$ cat src/rtl/sys_ctrl_pkg.sv
// sys_ctrl_pkg
//   Definitions shared by the system controller blocks (TX and RX command
//   controllers): TX sequencer state encoding and frame command codes.
package sys_ctrl_pkg;

    // TX sequencer states
    // state        | meaning
    // IDLE         | nothing in flight, both pending slots empty
    // SEND_RD      | writing the stored register-file read byte
    // SEND_ALU_LO  | writing the low byte of the stored ALU result
    // SEND_ALU_HI  | writing the high byte of the stored ALU result
    typedef enum logic [1:0] {
        IDLE        = 2'd0,
        SEND_RD     = 2'd1,
        SEND_ALU_LO = 2'd2,
        SEND_ALU_HI = 2'd3
    } tx_state_e;

    // Frame command codes decoded by the RX command controller
    localparam logic [7:0] CMD_RF_WR   = 8'hAA;
    localparam logic [7:0] CMD_RF_RD   = 8'hBB;
    localparam logic [7:0] CMD_ALU_OP  = 8'hCC;
    localparam logic [7:0] CMD_ALU_NOP = 8'hDD;

endpackage

$ cat src/rtl/sys_ctrl_tx.sv
// sys_ctrl_tx
//   Serialises register-file read results (one byte) and ALU results (low
//   byte then high byte) into the TX async FIFO. One pending slot per source;
//   a result arriving while its own slot is still occupied is dropped and
//   flagged on DROP.
//
//   Ports
//     CLK            system clock, rising edge
//     RST            asynchronous reset, active low
//     RdData_Valid   one-cycle pulse, RdData valid
//     RdData         register-file read data
//     ALU_OUT_Valid  one-cycle pulse, ALU_OUT valid
//     ALU_OUT        ALU result
//     FIFO_FULL      TX FIFO full, already synchronous to CLK
//     TX_P_DATA      registered byte to the FIFO
//     TX_D_VLD       registered FIFO write enable, one cycle per byte
//     Busy           frame in progress (combinational)
//     DROP           one-cycle pulse, a result was lost to overflow
//
// State table
//   state        | meaning
//   IDLE         | no byte to send, slots empty
//   SEND_RD      | send rd_buf, then ALU bytes if an ALU result is pending
//   SEND_ALU_LO  | send alu_buf low byte
//   SEND_ALU_HI  | send alu_buf high byte, then rd_buf if a read is pending
module sys_ctrl_tx
    import sys_ctrl_pkg::*;
#(
    parameter int DATA_WIDTH = 8,
    parameter int ALU_WIDTH  = 16
) (
    input  logic                  CLK,
    input  logic                  RST,
    input  logic                  RdData_Valid,
    input  logic [DATA_WIDTH-1:0] RdData,
    input  logic                  ALU_OUT_Valid,
    input  logic [ALU_WIDTH-1:0]  ALU_OUT,
    input  logic                  FIFO_FULL,
    output logic [DATA_WIDTH-1:0] TX_P_DATA,
    output logic                  TX_D_VLD,
    output logic                  Busy,
    output logic                  DROP
);

    tx_state_e             state_q, state_d;
    logic                  rd_pend_q, rd_pend_d;
    logic                  alu_pend_q, alu_pend_d;
    logic [DATA_WIDTH-1:0] rd_buf_q, rd_buf_d;
    logic [ALU_WIDTH-1:0]  alu_buf_q, alu_buf_d;
    logic [DATA_WIDTH-1:0] tx_data_q, tx_data_d;
    logic                  tx_vld_q, tx_vld_d;
    logic                  drop_q, drop_d;

    logic                  rd_take;
    logic                  alu_take;

    // A slot stays pending until its last byte has been loaded, so a new
    // result for the same source is refused even on the edge that sends it.
    assign rd_take  = RdData_Valid  && !rd_pend_q;
    assign alu_take = ALU_OUT_Valid && !alu_pend_q;

    always_comb begin
        state_d    = state_q;
        rd_pend_d  = rd_pend_q;
        alu_pend_d = alu_pend_q;
        rd_buf_d   = rd_buf_q;
        alu_buf_d  = alu_buf_q;
        tx_data_d  = tx_data_q;
        tx_vld_d   = 1'b0;
        drop_d     = (RdData_Valid && rd_pend_q) || (ALU_OUT_Valid && alu_pend_q);

        if (rd_take) begin
            rd_buf_d  = RdData;
            rd_pend_d = 1'b1;
        end
        if (alu_take) begin
            alu_buf_d  = ALU_OUT;
            alu_pend_d = 1'b1;
        end

        case (state_q)
            IDLE: begin
                // Read result goes first when both arrive together
                if (rd_take) begin
                    state_d = SEND_RD;
                end else if (alu_take) begin
                    state_d = SEND_ALU_LO;
                end
            end
            SEND_RD: begin
                if (!FIFO_FULL) begin
                    tx_data_d = rd_buf_q;
                    tx_vld_d  = 1'b1;
                    rd_pend_d = 1'b0;
                    // alu_pend_d includes a result captured on this same edge
                    state_d   = alu_pend_d ? SEND_ALU_LO : IDLE;
                end
            end
            SEND_ALU_LO: begin
                if (!FIFO_FULL) begin
                    tx_data_d = alu_buf_q[DATA_WIDTH-1:0];
                    tx_vld_d  = 1'b1;
                    state_d   = SEND_ALU_HI;
                end
            end
            SEND_ALU_HI: begin
                if (!FIFO_FULL) begin
                    tx_data_d  = alu_buf_q[2*DATA_WIDTH-1:DATA_WIDTH];
                    tx_vld_d   = 1'b1;
                    alu_pend_d = 1'b0;
                    state_d    = rd_pend_d ? SEND_RD : IDLE;
                end
            end
            default: begin
                state_d = IDLE;
            end
        endcase
    end

    always_ff @(posedge CLK or negedge RST) begin
        if (!RST) begin
            state_q    <= IDLE;
            rd_pend_q  <= 1'b0;
            alu_pend_q <= 1'b0;
            rd_buf_q   <= '0;
            alu_buf_q  <= '0;
            tx_data_q  <= '0;
            tx_vld_q   <= 1'b0;
            drop_q     <= 1'b0;
        end else begin
            state_q    <= state_d;
            rd_pend_q  <= rd_pend_d;
            alu_pend_q <= alu_pend_d;
            rd_buf_q   <= rd_buf_d;
            alu_buf_q  <= alu_buf_d;
            tx_data_q  <= tx_data_d;
            tx_vld_q   <= tx_vld_d;
            drop_q     <= drop_d;
        end
    end

    assign TX_P_DATA = tx_data_q;
    assign TX_D_VLD  = tx_vld_q;
    assign DROP      = drop_q;
    assign Busy      = (state_q != IDLE) || rd_pend_q || alu_pend_q;

endmodule
$ cat config.mk
export PLATFORM = sky130hd
export DESIGN_NAME = sys_ctrl_tx
export DESIGN_NICKNAME = d
export VERILOG_FILES = /design/src/rtl/sys_ctrl_pkg.sv /design/src/rtl/sys_ctrl_tx.sv
export SDC_FILE = /design/constraint.sdc
export NUM_CORES = 1
export LEC_CHECK = 0
export ABC_AREA = 1
export BUFFER_PORTS_ARGS = -buffer_cell sky130_fd_sc_hd__buf_2
export CAP_MARGIN = 15
export CORE_AREA = 2 2 58 60
export CTS_CLUSTER_SIZE = 10
export DETAILED_ROUTE_END_ITERATION = 7
export DIE_AREA = 0 0 60 62
export HOLD_SLACK_MARGIN = 0.06
export PLACE_DENSITY = 0.81
export SLEW_MARGIN = 10
export SYNTH_ARGS = -nofsm -noshare
export SYNTH_HDL_FRONTEND = slang
export SYNTH_SLANG_ARGS = --single-unit
$ cat constraint.sdc
create_clock -name CLK -period 3 [get_ports CLK]
set_input_delay 0.15 -clock CLK [delete_from_list [all_inputs] [get_ports CLK]]
set_output_delay 0.15 -clock CLK [all_outputs]
set_load 0.03 [all_outputs]
Yosys cells after proc, flatten, opt, wreduce, memory -nomap -nowiden

Index checks and enable logic that the tools add are counted.

Equal/unequal tests: 7
Muxes and demuxes: 20
Reduce and logical (&&, ||, !) cells: 15

Operators by type and width:

| cell                                          | number |
|---|---|
| two-way mux 8 bit                             | 3 |
| one-hot mux 8 bit (3 select lines)            | 1 |
| two-way mux 2 bit                             | 6 |
| two-way mux 1 bit                             | 9 |
| one-hot mux 2 bit (4 select lines)            | 1 |
| AND reduction 4 bit                           | 2 |
| != test 2 bit, second input constant          | 3 |
| == test 2 bit, second input constant          | 2 |
| logical AND 1 bit                             | 4 |
| logical OR 1 bit                              | 3 |
| != test 3 bit, second input constant          | 1 |
| nonzero test 3 bit                            | 1 |
| OR reduction 3 bit                            | 1 |
| == test 2 x 1 -> 1 bit, second input constant | 1 |
| zero test 1 bit                               | 2 |
| zero test 2 bit                               | 1 |
| nonzero test 2 bit                            | 1 |

Flip-flop bits (word level): 38
Input port bits: 29
Output and inout bits: 11
Logic and storage cells: 50

Depth between registers and ports, before layout

Gate-level depths: netlist of run 1.

Depth after elaboration: 6
Depth in mapped cells: 7
Mapped depth without buffers: 7

Worst setup path before layout of run 1

No wires, ideal clock.

Path kind: reg2out
Start point: register alu_pend_q
End point: output port Busy
Arrival: 1.019 ns
Required time: 2.850 ns
Slack: 1.831 ns
Stages on the path, launching flop included: 5
Path buffers: 2
Cells stage by stage: dfrtp_1 > inv_1 > buf_2 > buf_2 > nand3_1

Longest elaborated chain between the ends: 1

RTL lines:

| what                     | RTL line           | RTL |
|---|---|---|
| start: declaration       | sys_ctrl_tx.sv:47  | `logic alu_pend_q, alu_pend_d;` |
| start signal: assignment | sys_ctrl_tx.sv:133 | `alu_pend_q <= alu_pend_d;` |
| logical OR 1 bit         | sys_ctrl_tx.sv:145 | `assign Busy = (state_q != IDLE) \|\| rd_pend_q \|\| alu_pend_q;` |
| end: declaration         | sys_ctrl_tx.sv:41  | `output logic Busy,` |

Every way passes these cells.

Worst setup path in the final report of run 1

Start point: register alu_pend_q
End point: register state_q[0]

Longest elaborated chain between the ends: 4

RTL lines:

| what                                 | RTL line           | RTL |
|---|---|---|
| zero test 1 bit                      | sys_ctrl_tx.sv:60  | `assign alu_take = ALU_OUT_Valid && !alu_pend_q;` |
| logical AND 1 bit                    | sys_ctrl_tx.sv:60  |  |
| != test 3 bit (no source line)       | --                 |  |
| AND reduction 4 bit (no source line) | --                 |  |
| end signal: assignment               | sys_ctrl_tx.sv:131 | `state_q <= state_d;` |
| end: declaration                     | sys_ctrl_tx.sv:45  | `tx_state_e state_q, state_d;` |

Every way passes these cells.
A chain may end at the register's enable or synchronous reset.

==> metrics.cfg, run 1 <==
[run_status]
outcome=finished clean

[cells_and_area]
finalNetCount=305
diodes=0
final_util_pct=70.3
multi_input_area_um2=673
seq_area_um2=951
synthToLayoutAreaGrowth_pct=32.1
num-fill-cells=258
drive_gt1_share_pct=20.6

[logic_synthesis]
yosys-mux-area-fraction_pct=0
synthTopCellsByCount=118 x nand2_1, 38 x dfrtp_1, 28 x nand3_1
synthXorXnorAreaFrac_pct=0
ys_ff_latch=38
synth_top_cell_by_area=dfrtp_1
synth_top_family_by_area=simple AND/OR/NAND/NOR gates
synth_top_area_share_pct=56.2
yosysMostFrequentCell=nand2_1
synthSimpleGateAreaFrac_pct=38.3
yosysSeqAreaShare_pct=56.2
synth-async-reset-ratio_pct=100
ys_warn_count=0
synth_edf_count=0
synthAdderAreaFrac_pct=0
synth_compound_gate_area_share_pct=1.48
syn_inst=210
synth_area_leaders=dfrtp_1 56%, nand2_1 26%, nand3_1 8.3%, inv_1 1.3%, nor2_4 1.3%
synth-main-ff-cell=dfrtp_1
syn-cell-area_mm2=0.00169
synth_nets=239
syn_avg_cell_area_um2=8.06
synth_cell_types=17

[drt]
drc=0
antenna_left=0
routed_wl_mm=3.86
vias=1545
vias_per_cell=4.78
wl_per_cell_um=12.0
drt_iter0_drc=65
first_pass_iters=4

[floorplanning]
initial_utilization_pct=53.2
dieArea_mm2=0.00372
ioPinCount=40
rows=21
die_h_um=62
coreArea_mm2=0.00318
die_x_um=60

[global_routing]
grt_pass1_vias=1479
grt_usage_pct=24.0
grt_pass1_wl_mm=6.30
grt_max_degree=39
global_route.overflow_total=0
grt_antenna_before_repair=0

[worst_setup_path]
end_kind=flip-flop
start_kind=flip-flop
crit_arrival_ns=2.10
required_ns=3.30
path_max_fanout=20
critPathKind=reg2reg
reg2regPathDepth=7

[cts]
clk_latency_ns=0.37
h-tree-depth=2
clkTransAtPathRegs_ns=0.12
cts_tree=built
cts_made_buffers=5
clock_sinks=38
post_cts_buffers=0
cts.path.max_buffers=2
clock-root-buffer=clkbuf_4

[hold_path]
hp-class=in2reg
holdPathStages=2

[timing]
slew_violations=0
post-route-period-util_pct=59.8
rsz0062_at_grt=false
max_freq_mhz=558
setup_viol_count_final=0
fin_crit_ns=1.79
tns_ns=0
finalHoldViolCount=0
tightest_slew_ns=0.803
maxSlewHeadroom_pct=46.4
fin_skew_ns=0.0146

[placement]
gp_congestion=0.812
dp_hpwl_mm=2.51
portBuffers=39

[power]
ir_worst_vdd_mv=0.434
pwr_density_cell_mw_per_mm2=882
p_leak_nw=1.23

[job]
max_cap_violations=0

[worst paths after layout]
kind	start	end	slack, ns
hold reg to reg	alu_buf_q[1]	alu_buf_q[1]	0.48
setup reg to reg	alu_pend_q	state_q[0]	1.21
max in group asynchronous	RST	TX_P_DATA[1]	2.09
setup / recovery	alu_pend_q	state_q[0]	1.21
min in group asynchronous	RST	alu_buf_q[0]	0.40
hold / removal	FIFO_FULL	TX_D_VLD	0.07
[flip-flops by register name, indices dropped and copies added (netlist names)]
name / flops
TX_P_DATA: 8
rd_buf_q: 8
state_q: 2
alu_pend_q: 1
DROP: 1
rd_pend_q: 1
alu_buf_q: 16
TX_D_VLD: 1
[critical path: stages, from the launching register on]
cell	delay, ns
dfrtp_1	0.38
inv_1	0.43
nand2_1	0.48
nand2_1	0.17
nand2_1	0.10
nand2_2	0.08
nand2_1	0.05
nand2_1	0.05
[stage by stage]
step / power (W) / cell area [um^2] / setup slack (ns) / hold WS [ns] / instances
floorplan: 0.00144 / 1690 / 1.83 / -0.146 / 210
global placement: 0.00163 / 1920 / 1.36 / 0.271 / 290
detailed placement: 0.00166 / 1920 / 1.28 / 0.276 / 290
CTS: 0.00197 / 2240 / 1.26 / 0.0660 / 323
global route: 0.00213 / 2240 / 1.07 / 0.0771 / 323
finish: 0.00197 / 2240 / 1.21 / 0.0707 / 323
[timing repair]
item                                   CTS  global route
resized for setup                        0             0
hold buffers                            25             0
endpoints found under the hold margin   62             0
[power breakdown]
part,total [W],internal (W),switching (W)
clock network,0.000291,0.000113,0.000178
registers,0.000872,0.000731,0.000141
logic,0.000810,0.000274,0.000536
total,0.00197,0.00112,0.000855
[cell families (layout without fill, tap and decap cells)]
logic type	Yosys count	after routing
and+or+nand+nor	153	153
AOI/OAI and AO/OA	4	4
DFF	38	38
buffers and inverters	15	82
[metal layers]
layer  up-vias  global-route usage, %  wire [um]  part of all wire, %
met5         -                      0          0                    0
met3         7                   5.80        154                  4.0
met4         0                   10.5         84                  2.2
met1       712                   28.4       1660                   43
met2        36                   41.8       1970                   51
li1        790                      -          -                    -
[final cells by class]
cell class	instances	share of cell area, %
Clock inverter	2	0.560
Multi-Input combinational cell	157	30.1
Tap cell	46	2.57
Timing Repair Buffer	64	19.9
Sequential cell	38	42.5
Inverter	10	2.01
Clock buffer	6	2.29
[cells in the final DEF (no fill, tap or decap), drive strengths merged]
cell type / n
o21ai: 1
clkinvlp: 1
o22ai: 2
nand2: 120
buf: 39
o21a: 1
nor2: 5
dfrtp: 38
clkinv: 1
clkbuf: 6
dlygate4sd3: 25
nand3: 28
inv: 10
No activity file was read; power rests on OpenSTA's default activity.
==> run 2, diff against run 1 <==
- CORE_AREA: 2 2 58 60 -> 2 2 64 66
- DIE_AREA: 0 0 60 62 -> 0 0 66 68
- PLACE_DENSITY: 0.81 -> 0.71
- clock period: 3 -> 1.6 ns (I/O delays scaled with it)
==> metrics.cfg, run 2 (synthesized netlist as in run 1, its figures left out) <==
[hold_path]
min-delay-start=FIFO_FULL  ; unchanged
whs_endpoint=state_q[0]  ; was TX_D_VLD
holdPathStages=3  ; was 2
hp-class=in2reg  ; unchanged

[worst_setup_path]
required_ns=1.52  ; was 3.30 ns
end_kind=output pin  ; was flip-flop
path_max_fanout=6  ; was 20
rr_endpoint=state_q[1]  ; was state_q[0]
critPathSlowestCell=dfrtp_1  ; was nand2_1
critPathLaunch=state_q[0]  ; was alu_pend_q
worst_r2r_startpoint=state_q[0]  ; was alu_pend_q
cp_num_buf_inv=1  ; unchanged
reg2reg_slack_ns=0.38  ; was 1.21 ns
crit_family=flip-flops  ; was simple AND/OR/NAND/NOR gates
reg2regPathDepth=6  ; was 7
max_stage_delay_ns=0.50  ; was 0.48 ns
path_cells=nor2_4 > nand3_1 > buf_2  ; was inv_1 > nand2_1 > nand2_1 > nand2_1 > nand2_2 > nand2_1 > nand2_1
critPathKind=reg2out  ; was reg2reg
start_kind=flip-flop  ; unchanged
crit_arrival_ns=1.33  ; was 2.10 ns

[timing]
tns_ns=0  ; unchanged
whs_ns=0.0886  ; was 0.0707 ns
fin_crit_ns=1.41
max_freq_mhz=709
fin_skew_ns=0.00412  ; was 0.0146 ns
setup_viol_count_final=0  ; unchanged
post-route-period-util_pct=88.2
finalHoldViolCount=0  ; unchanged
slew_violations=0  ; unchanged
fin_ws_ns=0.189  ; was 1.21 ns
rsz0062_at_grt=false  ; unchanged
tightest_slew_ns=0.470  ; was 0.803 ns
maxSlewHeadroom_pct=68.7  ; was 46.4%

[power]
ir_worst_vdd_mv=0.900  ; was 0.434 mV
p_leak_nw=1.26  ; was 1.23 nW
pwr_density_cell_mw_per_mm2=1700  ; was 882 mW/mm^2

[floorplanning]
dieArea_mm2=0.00449  ; was 0.00372 mm^2
die_h_um=68  ; was 62 um
initial_utilization_pct=43.9  ; was 53.2%
ioPinCount=40  ; unchanged
rows=23  ; was 21
coreArea_mm2=0.00386  ; was 0.00318 mm^2
die_x_um=66  ; was 60 um

[cts]
cts.path.max_buffers=2  ; unchanged
cts_made_buffers=5  ; unchanged
cts_tree=built  ; unchanged
cts_resized=0  ; unchanged
clkTransAtPathRegs_ns=0.08  ; was 0.12 ns
cts_hold_repair.buffers=26  ; was 25
clock-root-buffer=clkbuf_8  ; was clkbuf_4
h-tree-depth=2  ; unchanged
post_cts_buffers=0  ; unchanged
clk_latency_ns=0.29  ; was 0.37 ns
clock_sinks=38  ; unchanged

[drt]
routed_wl_mm=3.88  ; was 3.86 mm
antenna_left=0  ; unchanged
vias=1513  ; was 1545
drt_iter0_drc=57  ; was 65
drc=0  ; unchanged
vias_per_cell=4.57  ; was 4.78
wl_per_cell_um=11.7  ; was 12.0 um
first_pass_iters=4  ; unchanged

[global_routing]
grt_pass1_vias=1383  ; was 1479
grt_pass1_wl_mm=6.53  ; was 6.30 mm
grt_antenna_before_repair=0  ; unchanged
grt_max_degree=39  ; unchanged
grt_usage_pct=19.2  ; was 24.0%
global_route.overflow_total=0  ; unchanged

[cells_and_area]
largest_reg_flops=16  ; unchanged
synthToLayoutAreaGrowth_pct=37.3  ; was 32.1%
drive_gt1_share_pct=21.4  ; was 20.6%
finalNetCount=309  ; was 305
final_cell_mix=118 x nand2_1, 39 x buf_2, 38 x dfrtp_1  ; unchanged
final_common_cell=nand2_1  ; unchanged
final_design_area_no_fill_mm2=0.00232  ; was 0.00224 mm^2
diodes=0  ; unchanged
top_register=alu_buf_q  ; unchanged

[placement]
portBuffers=39  ; unchanged
gp_congestion=0.870  ; was 0.812
placed_area_mm2=0.00195  ; was 0.00192 mm^2
dp_slack_ns=0.393  ; was 1.28 ns
dp_hpwl_mm=2.57  ; was 2.51 mm

[job]
max_cap_violations=0  ; unchanged

[run_status]
outcome=finished clean  ; unchanged

==> run 2: cell types whose count changed in the layout (fill, tap and decap cells not counted) <==
cell	change
clkinvlp_4	+1
clkinv_2	-1
bufinv_16	+1
buf_4	+3
clkbuf_8	+4
clkbuf_4	-5
dlygate4sd3_1	+1
==> run 2: area by class of cell <==
type                    count  area (um^2)
inverters                  10         45.0
multi-input cells         157          673
clock buffers               5         68.8
fillers                   375         1530
clock inverters             3         45.0
repair buffers             68          478
well taps                  50         62.6
flip-flops and latches     38          951
==> run 2: metrics by stage <==
stage / utilization [%] / power [W] / std cells
floorplan: - / 0.00270 / 210
global placement: 50.6 / 0.00308 / 297
detailed placement: 50.6 / 0.00312 / 297
CTS: 60.3 / 0.00400 / 331
global route: 60.3 / 0.00428 / 331
finish: 60.3 / 0.00396 / 331
==> run 2: report_power, final <==
part | switching, W | internal, W | leakage (nW)
clock | 0.000358 | 0.000464 | 0.0504
combinational | 0.000943 | 0.000533 | 0.738
sequential | 0.000287 | 0.00138 | 0.472
total | 0.00159 | 0.00237 | 1.26
==> run 2: routing by layer <==
metal	global-route usage, %	wire length, um	vias to the layer above	part of all wire, %
met5	0	0	-	0
met4	7.65	48	0	1.2
met3	3.45	165	4	4.3
met2	29.3	1780	37	46
met1	27.5	1880	680	49
li1	-	-	792	-
==> run 2: worst max path at each step <==
stage	endpoint	depth (start not counted)	slack, ns
6_report	Busy	3	0.19
5_1_grt	Busy	3	0.12
4_1_cts	Busy	3	0.18
3_5_place_dp	state_q[0]	6	0.39
3_3_place_gp	state_q[1]	6	0.40
2_1_floorplan	Busy	4	0.50
==> run 2: worst reg2reg max path, cell delays in order (launching register included) <==
cell and delay (ns):
dfrtp_1 0.50, nor2_4 0.27, nor2_8 0.09, inv_6 0.10, nand2_2 0.06, nand2_1 0.05, nand2_1 0.05
==> run 3, diff against run 2 <==
- CORE_AREA: 2 2 64 66 -> 3 3 65 67
- DIE_AREA: 0 0 66 68 -> 0 0 68 70
==> metrics.cfg, run 3 (synthesized netlist as in run 1, its figures left out) <==
[drt]
antenna_left=0  ; unchanged
vias_per_cell=4.69  ; was 4.57
wl_per_cell_um=12.0  ; was 11.7 um
routed_wl_mm=3.92  ; was 3.88 mm
drc=0  ; unchanged
first_pass_iters=4  ; unchanged
drt_iter0_drc=99  ; was 57
vias=1535  ; was 1513

[cells_and_area]
drive_gt1_share_pct=21.1  ; was 21.4%
seq_area_um2=951  ; unchanged
final_util_pct=61.8  ; was 60.3%
num-fill-cells=335  ; was 375
final_cell_mix=118 x nand2_1, 39 x buf_2, 38 x dfrtp_1  ; unchanged
largest_reg_flops=16  ; unchanged
finalNetCount=307  ; was 309
final_common_cell=nand2_1  ; unchanged
top_register=alu_buf_q  ; unchanged
multi_input_area_um2=673  ; unchanged
synthToLayoutAreaGrowth_pct=34.6  ; was 37.3%
stdcell_count=327  ; was 331
diodes=0  ; unchanged

[timing]
post-route-period-util_pct=88.0  ; was 88.2%
tightest_slew_ns=0.463  ; was 0.470 ns
rsz0062_at_grt=false  ; unchanged
fin_ws_ns=0.193  ; was 0.189 ns
slew_violations=0  ; unchanged
max_freq_mhz=711  ; was 709 MHz
fin_skew_ns=0.00598  ; was 0.00412 ns
maxSlewHeadroom_pct=69.1  ; was 68.7%
setup_viol_count_final=0  ; unchanged
tns_ns=0  ; unchanged
fin_crit_ns=1.41  ; about the same
finalHoldViolCount=0  ; unchanged

[floorplanning]
ioPinCount=40  ; unchanged
initial_utilization_pct=45.9  ; was 43.9%
rows=22  ; was 23
die_x_um=68  ; was 66 um
die_h_um=70  ; was 68 um
dieArea_mm2=0.00476  ; was 0.00449 mm^2
coreArea_mm2=0.00369  ; was 0.00386 mm^2

[worst_setup_path]
path_max_fanout=6  ; unchanged
start_kind=flip-flop  ; unchanged
critPathKind=reg2out  ; unchanged
end_kind=output pin  ; unchanged
crit_arrival_ns=1.33  ; about the same
required_ns=1.52  ; about the same

[run_status]
outcome=finished clean  ; unchanged

[placement]
numPlacedInstances=295  ; was 297
dp_slack_ns=0.404  ; was 0.393 ns
gp_congestion=0.829  ; was 0.870
portBuffers=39  ; unchanged
dp_hpwl_mm=2.65  ; was 2.57 mm

[power]
ir_worst_vdd_mv=0.969  ; was 0.900 mV
pwr_density_cell_mw_per_mm2=1680  ; was 1700 mW/mm^2
power_w=0.00384  ; was 0.00396 W
p_leak_nw=1.25  ; was 1.26 nW

[cts]
cts_made_buffers=5  ; unchanged
clkTransAtPathRegs_ns=0.07  ; was 0.08 ns
cts_tree=built  ; unchanged
cts_resized=0  ; unchanged
h-tree-depth=2  ; unchanged
clock-root-buffer=clkbuf_8  ; unchanged
cts.path.max_buffers=2  ; unchanged
clock_sinks=38  ; unchanged
clk_latency_ns=0.29  ; about the same

[global_routing]
grt_max_degree=39  ; unchanged
global_route.overflow_total=0  ; unchanged
grt_antenna_before_repair=0  ; unchanged
grt_pass1_vias=1474  ; was 1383
grt_usage_pct=18.5  ; was 19.2%
grt_pass1_wl_mm=6.75  ; was 6.53 mm

[hold_path]
hp-class=in2reg  ; unchanged

[job]
max_cap_violations=0  ; unchanged

## run 3: cell types whose count changed in the layout (fill, tap and decap cells not counted)
cell,before,now
clkinv_2,0,1
clkbuf_1,0,1
clkbuf_8,5,6
clkinvlp_4,2,0
bufinv_16,1,0
dlygate4sd3_1,26,24
## run 3: final timing paths
path	slack [ns]	cells past startpoint	to	from
max in group asynchronous	0.91	3	DROP	RST
min reg2reg	0.47	2	TX_P_DATA[3]	TX_P_DATA[3]
max	0.19	3	Busy	state_q[0]
min in group asynchronous	0.37	3	alu_buf_q[13]	RST
max reg2reg	0.39	6	state_q[0]	state_q[0]
min	0.08	3	rd_pend_q	RdData_Valid
## run 3: final cells by class
class	count	area share [%]
tap	48	2.64
sequential	38	41.7
timing repair buffer	66	20.1
clock inverter	1	0.220
inverter	10	1.98
multi-input combinational	157	29.5
clock buffer	7	3.79
## run 3: per-stage QoR
| step | cell area, um^2 | hold slack, ns |
|---|---|---|
| after detailed placement | 1950 | 0.151 |
| after global placement | 1950 | 0.153 |
| after floorplan | 1690 | -0.216 |
| after global routing | 2280 | 0.0896 |
| final | 2280 | 0.0753 |
| after CTS | 2280 | 0.0602 |
## run 3: worst max-delay path, cell delays in order (launching register included)
cell and delay, ns:
dfrtp_1 0.49, nor2_4 0.27, nand3_1 0.10, buf_2 0.19
## run 3: power breakdown
part           switching, W  internal (W)
Combinational      0.000968      0.000531
Sequential         0.000290       0.00138
Clock              0.000324      0.000347
Total               0.00158       0.00225
## run 3: what timing repair did
item                                   4_1_cts  5_1_grt
hold buffers                                24        0
setup buffers                                0        0
endpoints found under the hold margin       61        0
## run 3: layer usage
layer	track usage, %	wire length (um)
met5	0	0
met4	7.28	78
met3	3.38	253
met2	27.1	1870
met1	26.9	1730
